`src/rtl/fifo_sr_wr_arbiter.sv`:
```
// Write-side arbiter and credit controller for the shared-memory multi-flux FIFO.
// Round-robin grant among producers, per-flux occupancy quota, one-cycle
// registered write stage, and occupancy tracking from the FIFO read vector.
module fifo_sr_wr_arbiter #(
  parameter  int DATA_WIDTH = 8,
  parameter  int DEPTH      = 4,
  parameter  int FLUX       = 2,
  parameter  int QUOTA      = 2,
  localparam int TAG_WIDTH  = $clog2(FLUX),
  localparam int CNT_WIDTH  = $clog2(DEPTH) + 1
) (
  input  logic                            clk,
  input  logic                            rst,
  input  logic [FLUX-1:0]                 req_valid,
  input  logic [FLUX*DATA_WIDTH-1:0]      req_data,
  output logic [FLUX-1:0]                 req_ready,
  output logic [DATA_WIDTH+TAG_WIDTH-1:0] fifo_din,
  output logic                            fifo_write,
  input  logic                            fifo_full,
  input  logic [FLUX-1:0]                 fifo_read,
  output logic                            occ_err
);

  logic [CNT_WIDTH-1:0]            cnt_q [FLUX];
  logic [CNT_WIDTH-1:0]            cnt_d [FLUX];
  logic [TAG_WIDTH-1:0]            rr_ptr_q, rr_ptr_d;
  logic [DATA_WIDTH+TAG_WIDTH-1:0] fifo_din_q, fifo_din_d;
  logic                            fifo_write_q, fifo_write_d;
  logic                            occ_err_q, occ_err_d;

  logic [CNT_WIDTH-1:0]  tot;
  logic [FLUX-1:0]       elig;
  logic [FLUX-1:0]       grant;
  logic                  gnt_vld;
  logic [TAG_WIDTH-1:0]  gnt_idx;
  logic [DATA_WIDTH-1:0] payload [FLUX];

  for (genvar gi = 0; gi < FLUX; gi++) begin : g_payload
    assign payload[gi] = req_data[gi*DATA_WIDTH +: DATA_WIDTH];
  end

  // Total locations held (written or in flight) across all fluxes.
  always_comb begin
    tot = '0;
    for (int i = 0; i < FLUX; i++) begin
      tot = tot + cnt_q[i];
    end
  end

  // A flux may be granted only below its quota and while the memory has room;
  // nothing is granted during reset so the pending-write stage stays empty.
  always_comb begin
    elig = '0;
    for (int i = 0; i < FLUX; i++) begin
      elig[i] = req_valid[i] && (cnt_q[i] < CNT_WIDTH'(QUOTA)) &&
                (tot < CNT_WIDTH'(DEPTH)) && !rst;
    end
  end

  // Round-robin search starting just after the last granted flux.
  always_comb begin
    logic [TAG_WIDTH-1:0] cand;
    gnt_vld = 1'b0;
    gnt_idx = '0;
    grant   = '0;
    cand    = '0;
    for (int k = 1; k <= FLUX; k++) begin
      cand = TAG_WIDTH'((int'(rr_ptr_q) + k) % FLUX);
      if (!gnt_vld && elig[cand]) begin
        gnt_vld = 1'b1;
        gnt_idx = cand;
      end
    end
    if (gnt_vld) grant[gnt_idx] = 1'b1;
  end

  // Next-state: counters, pointer, write stage and sticky error detection.
  always_comb begin
    logic dec;
    occ_err_d    = occ_err_q;
    rr_ptr_d     = rr_ptr_q;
    fifo_din_d   = fifo_din_q;
    fifo_write_d = 1'b0;
    dec          = 1'b0;

    if ((fifo_read & (fifo_read - FLUX'(1))) != '0) occ_err_d = 1'b1;
    if (fifo_write_q && fifo_full)                   occ_err_d = 1'b1;

    for (int i = 0; i < FLUX; i++) begin
      dec = fifo_read[i] && (cnt_q[i] != '0);
      if (fifo_read[i] && (cnt_q[i] == '0)) occ_err_d = 1'b1;
      cnt_d[i] = cnt_q[i] + {{(CNT_WIDTH-1){1'b0}}, grant[i]}
                          - {{(CNT_WIDTH-1){1'b0}}, dec};
    end

    if (gnt_vld) begin
      rr_ptr_d     = gnt_idx;
      fifo_din_d   = {gnt_idx, payload[gnt_idx]};
      fifo_write_d = 1'b1;
    end
  end

  // State registers with synchronous reset; flux 0 gets first priority after reset.
  always_ff @(posedge clk) begin
    if (rst) begin
      for (int i = 0; i < FLUX; i++) cnt_q[i] <= '0;
      rr_ptr_q     <= TAG_WIDTH'(FLUX - 1);
      fifo_din_q   <= '0;
      fifo_write_q <= 1'b0;
      occ_err_q    <= 1'b0;
    end else begin
      cnt_q        <= cnt_d;
      rr_ptr_q     <= rr_ptr_d;
      fifo_din_q   <= fifo_din_d;
      fifo_write_q <= fifo_write_d;
      occ_err_q    <= occ_err_d;
    end
  end

  assign req_ready  = grant;
  assign fifo_din   = fifo_din_q;
  assign fifo_write = fifo_write_q;
  assign occ_err    = occ_err_q;

endmodule

```
`config.mk`:
```
export PLATFORM = sky130hd
export DESIGN_NAME = fifo_sr_wr_arbiter
export DESIGN_NICKNAME = d
export VERILOG_FILES = /design/src/rtl/fifo_sr_wr_arbiter.sv
export SDC_FILE = /design/constraint.sdc
export NUM_CORES = 1
export LEC_CHECK = 0
export BUFFER_PORTS_ARGS = -buffer_cell sky130_fd_sc_hd__buf_4
export CAP_MARGIN = 20
export CORE_MARGIN = 5
export CORE_UTILIZATION = 45
export DETAILED_ROUTE_END_ITERATION = 8
export PLACE_DENSITY = 0.73
export SLEW_MARGIN = 20
export SYNTH_ARGS = -nofsm -noshare
export SYNTH_HDL_FRONTEND = slang
export SYNTH_SLANG_ARGS = --single-unit
```
`constraint.sdc`:
```
create_clock -name clk -period 6 [get_ports clk]
set_input_delay 0.9 -clock clk [delete_from_list [all_inputs] [get_ports clk]]
set_output_delay 0.9 -clock clk [all_outputs]
set_load 0.02 [all_outputs]
```
==> impl_metrics.ini <==
[min_path]
hold_path_class = reg2reg
min_from = occ_err
min_path_cells = 2
min_to = occ_err

[clock_network]
cts.sinks = 18
clk_latency_ns = 0.29
cts_tree = built
numCtsBuffers = 3
postCtsSetupBuffers = 0
root_buffer = clkbuf_4
cts-resized-gates = 0
clk_pin_slew_ns = 0.10
clockBufferDepth = 2
htree_levels = 1
ctsHoldBuffers = 0

[logic_synthesis]
synth_cell_types = 30
netlist_top_cells_count = dfxtp_1 (18), nor2b_1 (13), inv_1 (10), o21ai_1 (9), mux2i_1 (8)
synth_seq_area_share = 0.350
syn-cell-area_um2 = 1030
synth_edf_count = 0
synth_fp_nets = 142
synth_warnings = 0
synth_area_leaders = dfxtp_1 (35%), ha_1 (8.5%), nor2b_1 (7.9%), mux2i_1 (7.8%), o41ai_1 (5.1%)
async_reset_ff_frac = 0
ys_ff_latch = 18
yosys.area.top_type = dfxtp_1
syn_avg_cell_area_um2 = 9.36
synthCells = 110
netlist.area_leader.share = 0.350
yosysMostFrequentCell = dfxtp_1
ys.flop_type = dfxtp_1

[sta]
fmax_ghz = 0.330
min_period_ns = 3.03
tightestPinTransition_ns = 0.783
rsz0062_at_grt = no
setup_tns_ns = 0
min_period_over_period = 0.505
layout_setup_ws_ns = 2.97
hold_violations = 0
relSlewSlack = 0.478
finalSetupViolations = 0
slew_violations = 0
clock_skew_ns = 0.00522

[setup_path]
reg2reg_depth = 11
r2r_setup_slack_ns = 3.39
crit_path_end_kind = primary output
crit-reg2reg-launch = cnt_q[4]
crit_path_frequent_cell = buf_4
critPathRequiredTime_ns = 5.10
arrival_ns = 2.13
critPathBufInv = 2
startpoint_type = flop
cp_slowest_stage_delay_ns = 0.43
crit_slowest_cell = dfxtp_1
critPathMaxFanout = 20
worstPathCellList = ha_1 -> a31oi_1 -> xnor2_1 -> buf_4 -> or2_4 -> nor2_1 -> buf_4
critPathKind = reg2out
critPathTopFamily = simple AND/OR/NAND/NOR gates
worstReg2RegEnd = cnt_q[5]

[global_routing]
grt_pass1_wl_um = 3730
first_global_vias = 915
grt_use_total = 0.141
grt_max_degree = 27
overflow = 0
antenna_found_initial = 0

[cells_and_area]
n_fill_cell = 185
diodes = 0
layout.nets = 177
syn2layout_area_growth_pct = 29.8
final_layout_size_suffix_gt1_frac = 0.313
final_area_um2 = 1340
fin_cells = 172
multi_input_area_um2 = 597
ff_latch_area_um2 = 360

[status]
status = completed

[floorplan]
initial_core_util = 0.470
rows = 17
die_y_um = 57.8
core_area_um2 = 2190
pin_count = 36
dieWidth_um = 57.8
die-area_um2 = 3340

[routing]
drc = 0
drt_pass1_iterations = 2
wl_per_cell_um = 12.2
postRouteAntennaNets = 0
routed_wl_um = 2100
vias = 883
viasPerCell = 5.13
drt_iter0_drc = 2

[placement]
place_area_um2 = 1300
gp_congestion = 0.815
hpwl_um = 1670
port_buffers = 35
place_ws_ns = 3.03
dp_cells = 168

[power]
p_per_area_nw_per_um2 = 477
total_power_mw = 0.638
ir_worst_vdd_mv = 0.239
p_leak_nw = 0.644

[flow_run]
drv_cap = 0
-- tightest hold or removal path: stages, from the launching register on --
cell and delay [ns]:
dfxtp_1 0.34, a21oi_1 0.05, a21oi_1 0.13
-- worst max path at each step --
stage | cells after the start | endpoint | startpoint
final | 7 | req_ready[0] | cnt_q[4]
after global placement | 5 | req_ready[1] | req_valid[0]
after global routing | 7 | req_ready[0] | cnt_q[4]
after detailed placement | 5 | req_ready[1] | req_valid[0]
after floorplan | 9 | cnt_q[2] | req_valid[0]
after CTS | 7 | req_ready[0] | cnt_q[4]
-- layout make-up --
class | count | share of cell area
multi-input combinational | 76 | 0.447
sequential | 18 | 0.270
timing repair buffer | 36 | 0.202
inverter | 10 | 0.0281
clock buffer | 4 | 0.0272
tap | 28 | 0.0262
-- placed cells by master, fill, tap and decap left out, types with 2 or more instances in the layout --
cell type,synthesis,layout
nor2b_1,13,13
nor3_1,2,2
buf_4,1,36
a21o_1,2,2
o41ai_2,2,2
a21oi_1,2,2
dfxtp_1,18,18
clkbuf_4,0,3
ha_1,7,7
nand2b_1,2,2
fa_1,2,2
mux2i_1,8,8
inv_1,10,10
o41ai_1,6,6
xnor2_1,3,3
nor2_1,7,7
o21ai_1,9,9
-- state kept, by name, summed over array words and instances (netlist names) --
register / count
fifo_write: 1
fifo_din: 9
rr_ptr_q: 1
cnt_q: 6
occ_err: 1
-- layer usage --
layer  GRT usage  vias up  routed length (µm)
met1       0.157      419                 870
met4      0.0629        0                  17
met5           0        -                   0
met3      0.0290        2                  94
met2       0.255       13                1120
li1            -      449                   -
-- where the power goes --
group	internal (mW)	leakage, nW	switching [mW]
sequential	0.168	0.149	0.0308
clock	0.0369	0.0210	0.0366
combinational	0.167	0.475	0.198
-- logic make-up (layout without fill, tap and decap cells) --
group	after synthesis	after routing	share of synthesized area
flip-flops	18	18	0.350
buffers and inverters	16	50	0.0705
AO/OA/AOI/OAI	27	27	0.193
multiplexers	8	8	0.0778
adder cells (fa/ha/maj)	9	9	0.124
XOR/XNOR	4	4	0.0340
AND/OR/NAND/NOR	28	28	0.151
-- metrics by stage --
| stage | hold WS, ns | utilization |
|---|---|---|
| 2_1_floorplan | 0.531 | - |
| 3_3_place_gp | 0.503 | 0.593 |
| 3_5_place_dp | 0.539 | 0.593 |
| 4_1_cts | 0.564 | 0.610 |
| 5_1_grt | 0.602 | 0.610 |
| 6_report | 0.557 | 0.610 |
No activity file was read; power rests on OpenSTA's default activity.
